`src/rtl/mem_arbiter.sv`:
```
// Two-client arbiter sharing one line-wide memory port between the I-cache and D-cache.
// Round-robin on ties; a D write-back is kept atomic with the D refill that follows it.
module mem_arbiter #(
  parameter int ADDR_W = 28,
  parameter int DATA_W = 128,
  parameter int CNT_W  = 16
) (
  input  logic              clk,
  input  logic              rst_n,
  input  logic              i_mem_read,
  input  logic              i_mem_write,
  input  logic [ADDR_W-1:0] i_mem_addr,
  input  logic [DATA_W-1:0] i_mem_wdata,
  output logic              i_mem_ready,
  input  logic              d_mem_read,
  input  logic              d_mem_write,
  input  logic [ADDR_W-1:0] d_mem_addr,
  input  logic [DATA_W-1:0] d_mem_wdata,
  output logic              d_mem_ready,
  output logic              mem_read,
  output logic              mem_write,
  output logic [ADDR_W-1:0] mem_addr,
  output logic [DATA_W-1:0] mem_wdata,
  input  logic              mem_ready,
  output logic [CNT_W-1:0]  i_wait_cnt,
  output logic [CNT_W-1:0]  d_wait_cnt
);

  typedef enum logic [1:0] {
    IDLE  = 2'd0,
    OWN_I = 2'd1,
    OWN_D = 2'd2
  } state_t;

  state_t           r_state;
  state_t           w_next_state;
  logic             r_last_owner_d;
  logic             r_lock_d;
  logic [CNT_W-1:0] r_i_wait;
  logic [CNT_W-1:0] r_d_wait;
  logic             w_i_req;
  logic             w_d_req;

  assign w_i_req = i_mem_read | i_mem_write;
  assign w_d_req = d_mem_read | d_mem_write;

  // A pending D refill after its own write-back beats every other rule, then round-robin.
  always_comb begin
    w_next_state = r_state;
    case (r_state)
      IDLE: begin
        if (r_lock_d && w_d_req) begin
          w_next_state = OWN_D;
        end else if (w_i_req && w_d_req) begin
          w_next_state = r_last_owner_d ? OWN_I : OWN_D;
        end else if (w_i_req) begin
          w_next_state = OWN_I;
        end else if (w_d_req) begin
          w_next_state = OWN_D;
        end
      end
      OWN_I: if (mem_ready) w_next_state = IDLE;
      OWN_D: if (mem_ready) w_next_state = IDLE;
      default: w_next_state = IDLE;
    endcase
  end

  always_comb begin
    mem_read    = 1'b0;
    mem_write   = 1'b0;
    mem_addr    = '0;
    mem_wdata   = '0;
    i_mem_ready = 1'b0;
    d_mem_ready = 1'b0;
    case (r_state)
      OWN_I: begin
        mem_read    = i_mem_read;
        mem_write   = i_mem_write;
        mem_addr    = i_mem_addr;
        mem_wdata   = i_mem_wdata;
        i_mem_ready = mem_ready;
      end
      OWN_D: begin
        mem_read    = d_mem_read;
        mem_write   = d_mem_write;
        mem_addr    = d_mem_addr;
        mem_wdata   = d_mem_wdata;
        d_mem_ready = mem_ready;
      end
      default: ;
    endcase
  end

  // The lock only ever survives a single IDLE cycle, so it cannot starve the I-cache.
  always_ff @(posedge clk or negedge rst_n) begin
    if (!rst_n) begin
      r_state        <= IDLE;
      r_last_owner_d <= 1'b1;
      r_lock_d       <= 1'b0;
    end else begin
      r_state <= w_next_state;
      if (r_state == OWN_I && mem_ready) begin
        r_last_owner_d <= 1'b0;
      end else if (r_state == OWN_D && mem_ready) begin
        r_last_owner_d <= 1'b1;
      end
      if (r_state == OWN_D && mem_ready && d_mem_write) begin
        r_lock_d <= 1'b1;
      end else if (r_state == IDLE) begin
        r_lock_d <= 1'b0;
      end
    end
  end

  always_ff @(posedge clk or negedge rst_n) begin
    if (!rst_n) begin
      r_i_wait <= '0;
      r_d_wait <= '0;
    end else begin
      if (w_i_req && r_state != OWN_I && r_i_wait != '1) begin
        r_i_wait <= r_i_wait + CNT_W'(1);
      end
      if (w_d_req && r_state != OWN_D && r_d_wait != '1) begin
        r_d_wait <= r_d_wait + CNT_W'(1);
      end
    end
  end

  assign i_wait_cnt = r_i_wait;
  assign d_wait_cnt = r_d_wait;

endmodule
```
`config.mk`:
```
export PLATFORM = sky130hd
export DESIGN_NAME = mem_arbiter
export DESIGN_NICKNAME = d
export VERILOG_FILES = /design/src/rtl/mem_arbiter.sv
export SDC_FILE = /design/constraint.sdc
export NUM_CORES = 1
export LEC_CHECK = 0
export BUFFER_PORTS_ARGS = -buffer_cell sky130_fd_sc_hd__buf_2
export CORE_AREA = 4 4 199 201
export CTS_BUF_LIST = sky130_fd_sc_hd__clkbuf_8
export DETAILED_ROUTE_END_ITERATION = 8
export DIE_AREA = 0 0 203 205
export GPL_TIMING_DRIVEN = 1
export SLEW_MARGIN = 30
export SYNTH_ARGS = -nofsm -noshare
export SYNTH_HDL_FRONTEND = slang
export SYNTH_SLANG_ARGS = --single-unit
```
`constraint.sdc`:
```
create_clock -name clk -period 2.4 [get_ports clk]
set_input_delay 0.12 -clock clk [delete_from_list [all_inputs] [get_ports clk]]
set_output_delay 0.12 -clock clk [all_outputs]
set_load 0.05 [all_outputs]
```
Word-level counts from Yosys, hierarchy flattened
Cells that the tools add are included.

word-level totals
  logic and storage cells = 48
  register bits = 36
  bits of input ports = 319
  output and inout port bits = 192

cells by class
  multiplexer cells = 17
  bitwise operators = 2
  $add $sub $neg = 2
  reduce and logical (&&, ||, !) cells = 14
  equality and inequality tests = 8

operators by type and width
  kind                                           count
  one-hot mux 128 bit (2 select lines)           1
  one-hot mux 28 bit (2 select lines)            1
  adder 16 x 1 -> 16 bit, second input constant  2
  != test 16 bit, second input constant          2
  two-way mux 2 bit                              6
  logical AND 1 bit                              9
  two-way mux 1 bit                              6
  != test 5 bit, second input constant           1
  != test 2 x 1 -> 1 bit, second input constant  2
  one-hot mux 1 bit (2 select lines)             2
  one-hot mux 2 bit (2 select lines)             1
  nonzero test 2 bit                             2
  == test 2 x 1 -> 1 bit, second input constant  1
  == test 2 bit, second input constant           1
  logical NOT 2 bit                              1
  != test 2 bit, second input constant           1
  OR 1 bit                                       2
  AND reduction 2 bit                            1
  OR reduction 2 bit                             1

Logic depth before layout (Yosys ltp)
  word-level depth = 6
  depth in mapped cells = 9
  depth with buffers taken out = 7

Worst setup path before layout
OpenSTA, ideal clock, no wires.

  kind = register -> output
  start = register r_state[0]
  end = output mem_wdata[100]
  arrival = 2178 ps
  slack = 102 ps
  stages on the path, launching flop included = 8
  buffers on the path = 3
  required time = 2280 ps
  path through = dfrtp_1 inv_1 ha_1 clkbuf_1 clkbuf_1 buf_1 a22oi_1 nor2b_1

between the ends
  word-level cells in the longest chain between the ends = 2
  elaborated cells between the ends (all ways) = 3
  classes of those cells = 2 x eq/ne; 1 x mux

ends and longest elaborated chain
  item                                                     RTL line  text
  start: declaration                                       35        state_t r_state;
  start signal: assignment                                 101       r_state <= w_next_state;
  == test 2 bit or == test 2 x 1 -> 1 bit (tied branches)  75        case (r_state)
  one-hot mux 128 bit (2 select lines) (*)                 75
  end: declaration                                         23        output logic [DATA_W-1:0] mem_wdata,

Mark *: on every way between the ends. The rest lies on a longest branch, timed or not.

Worst setup path after layout
  start = register r_state[0]
  end = output mem_wdata[28]

Same word-level chain as after synthesis.

==> results.py <==
metrics = {
    "run_status": {
        "status": "complete, no violations",
    },
    "sta": {
        "setup_violations": 0,
        "hold_viol_final": 0,
        "layout_setup_ws_ns": 0.1513,
        "tns_ns": 0,
        "finalCritPeriodShare_pct": 93.70,
        "rsz0062_at_grt": "false",
        "tightest_slew_ns": 0.8173,
        "fin_crit_ns": 2.249,
        "fin_skew_ns": 0.008468,
        "finalHoldWorstSlack_ns": 0.1178,
        "slew_headroom_pct": 45.52,
        "fmax_ghz": 0.4447,
        "slew_violations": 0,
    },
    "synthesis": {
        "avgSynthCellArea_um2": 7.712,
        "synth_nets": 862,
        "synth_warnings": 0,
        "synth_top_area_share_pct": 28.59,
        "synth_ff_type": "dfrtp_1",
        "synth_area_leaders": "a22oi_1 29%, nor2b_1 24%, dfrtp_1 21%, clkbuf_1 4.7%, xnor2_1 3.4%",
        "netlist_instances": 538,
        "yosysSeqAreaShare_pct": 21.74,
        "synth_common_cells": "159 x nor2b_1, 158 x a22oi_1, 52 x clkbuf_1",
        "synth_seq_cells": 36,
        "netlist_area_um2": 4149,
        "yosysTopAreaCell": "a22oi_1",
        "async_flop_share_pct": 100.0,
        "synth_edf_count": 0,
        "yosysMostFrequentCell": "nor2b_1",
        "ys_types": 38,
    },
    "drt": {
        "ant_nets": 0,
        "vias": 6188,
        "drt_wl_total_um": 25740,
        "wire_per_inst_um": 16.90,
        "drtIter0Drc": 504,
        "drc": 0,
        "vias_per_cell": 4.063,
        "first_pass_iters": 5,
    },
    "critical_path": {
        "crit_type": "flip-flop to primary output",
        "crit_path_end_kind": "primary output",
        "worstPathArrival_ns": 2.13,
        "reg2reg_to": "d_wait_cnt[1]$_DFFE_PN0P_",
        "crit_start": "r_state[0]$_DFFE_PN0P_",
        "cp.required_ns": 2.28,
        "critPathLaunchType": "flip-flop",
        "reg2reg_depth": 4,
        "crit_fanout": 78,
        "worstReg2RegStart": "d_wait_cnt[8]$_DFFE_PN0P_",
        "r2r_slack_ns": 0.43,
    },
    "clocking": {
        "cts_buffers": 5,
        "cts_root_buf": "clkbuf_8",
        "cts_tree": "built",
        "cts_setup_buffers": 0,
        "htree_levels": 2,
        "clockBufferDepth": 2,
        "cts_sinks": 36,
        "worstSkewPairLatency_ns": 0.29,
        "clkSlewWorstSetupHoldPaths_ns": 0.08,
    },
    "die": {
        "die_h_um": 205,
        "io_pins": 511,
        "core_um2": 37580,
        "dieArea_um2": 41620,
        "rows": 71,
        "die_x_um": 203,
        "start_util_pct": 11.04,
    },
    "pwr": {
        "power.leakage_uw": 0.003741,
        "total_power_uw": 10220,
        "ir_worst_vdd_v": 0.0006136,
        "pwr_density_cell_nw_per_um2": 1306,
    },
    "finish": {
        "syn2layout_area_growth_pct": 88.63,
        "layout.nets": 1333,
        "drive_gt1_share_pct": 53.27,
        "instances_no_fill": 1523,
    },
    "place": {
        "globalplace.congestion": 0.8177,
        "pre_cts_ws_ns": 0.3942,
        "io_buffers": 510,
        "post-dp-hpwl_um": 22120,
        "dp_cells": 1512,
    },
    "flow_run": {
        "cap_violations": 0,
    },
    "hold_path": {
        "min-delay-path-class": "input port to flip-flop",
        "min_from": "d_mem_write",
        "whs_endpoint": "r_lock_d$_DFFE_PN0P_",
        "hold_path_depth": 2,
    },
    "grt": {
        "groute.usage.overall_pct": 10.90,
        "grt_pass1_wl_um": 35550,
        "grt_remaining_overflow": 0,
        "grt_pass1_vias": 5948,
        "grt_max_degree": 95,
        "antenna_found_initial": 3,
    },
}
-- critical path, stage by stage, from the launching register on --
cell     delay, ns
dfrtp_1       0.42
inv_2         0.13
ha_4          0.21
buf_16        0.25
buf_4         0.22
a22oi_1       0.09
nor2b_1       0.15
buf_2         0.29
-- metrics by stage --
step	cell area, um^2	utilization, %
2_1_floorplan	4149	-
3_3_place_gp	7686	20.45
3_5_place_dp	7686	20.45
4_1_cts	7796	20.75
5_1_grt	7824	20.82
6_report	7826	20.83
-- per-layer routing --
metal	GRT usage [%]	up-vias	wire (um)
met5	0	-	13
met4	2.255	2	474
met3	2.644	24	2745
met2	19.63	408	12670
met1	13.22	2841	9835
li1	-	2913	-
-- report_power, final --
part / internal, uW / leakage (uW) / total [uW] / switching (uW)
clock network: 258 / 0.0000557 / 472 / 214
registers: 770 / 0.000460 / 977 / 207
logic: 2840 / 0.00322 / 8780 / 5930
total: 3870 / 0.00374 / 10200 / 6350
-- worst max path at each step --
stage / endpoint / depth (start not counted) / slack (ns)
finish: mem_wdata[28] / 7 / 0.15
global route: mem_wdata[28] / 7 / 0.04
CTS: mem_wdata[65] / 6 / 0.08
detailed placement: mem_wdata[65] / 6 / 0.39
global placement: mem_wdata[65] / 6 / 0.40
floorplan: mem_wdata[100] / 7 / 0.10
-- sequential cells by signal, indices dropped and copies added, names as in the netlist --
register        cells
d_wait_cnt         16
i_wait_cnt         16
r_state             2
r_last_owner_d      1
r_lock_d            1
-- layout by cell type (no fill, tap or decap), types with 3 or more instances in the layout --
cell type | synthesis | routed
and2_1 | 4 | 4
ha_4 | 0 | 3
inv_1 | 7 | 7
nor3_1 | 6 | 6
a22oi_1 | 158 | 158
o21ai_0 | 3 | 3
nand3_1 | 18 | 18
and3_1 | 8 | 8
dfrtp_1 | 35 | 35
xnor2_1 | 16 | 16
nor2b_1 | 159 | 157
xor2_1 | 9 | 9
nand4_1 | 9 | 9
buf_12 | 0 | 31
nor2_1 | 12 | 12
clkbuf_8 | 0 | 7
buf_2 | 0 | 479
nand2_1 | 11 | 11
clkbuf_4 | 0 | 5
-- cell type report --
cell class                      count  area [um^2]
Tap cell                          511        639.4
Multi-Input combinational cell    441         3053
Timing Repair Buffer              518         3100
Inverter                            7        26.28
Sequential cell                    36        902.1
Antenna cell                        2        5.005
Fill cell                        4214        29750
Clock buffer                        7        96.34
Clock inverter                      1        3.754
-- timing repair --
action / in CTS / in global routing
endpoints found under the setup margin: 0 / 9
resized for setup: 0 / 9
hold buffers: 1 / 0
endpoints found under the hold margin: 35 / 0
-- cells by family (layout without fill, tap and decap cells) --
family / after synthesis / count (layout) / share of synthesized area [%]
and+or+nand+nor: 237 / 237 / 34.11
AOI/OAI and AO/OA: 170 / 170 / 30.61
buffers and inverters: 61 / 533 / 5.700
DFF: 36 / 36 / 21.74
xor gates and xnor gates: 25 / 25 / 5.277
adders and majority gates: 5 / 5 / 1.508
muxes: 4 / 4 / 1.055
other: 0 / 2 / 0
Power figures use the tool's default switching activity.
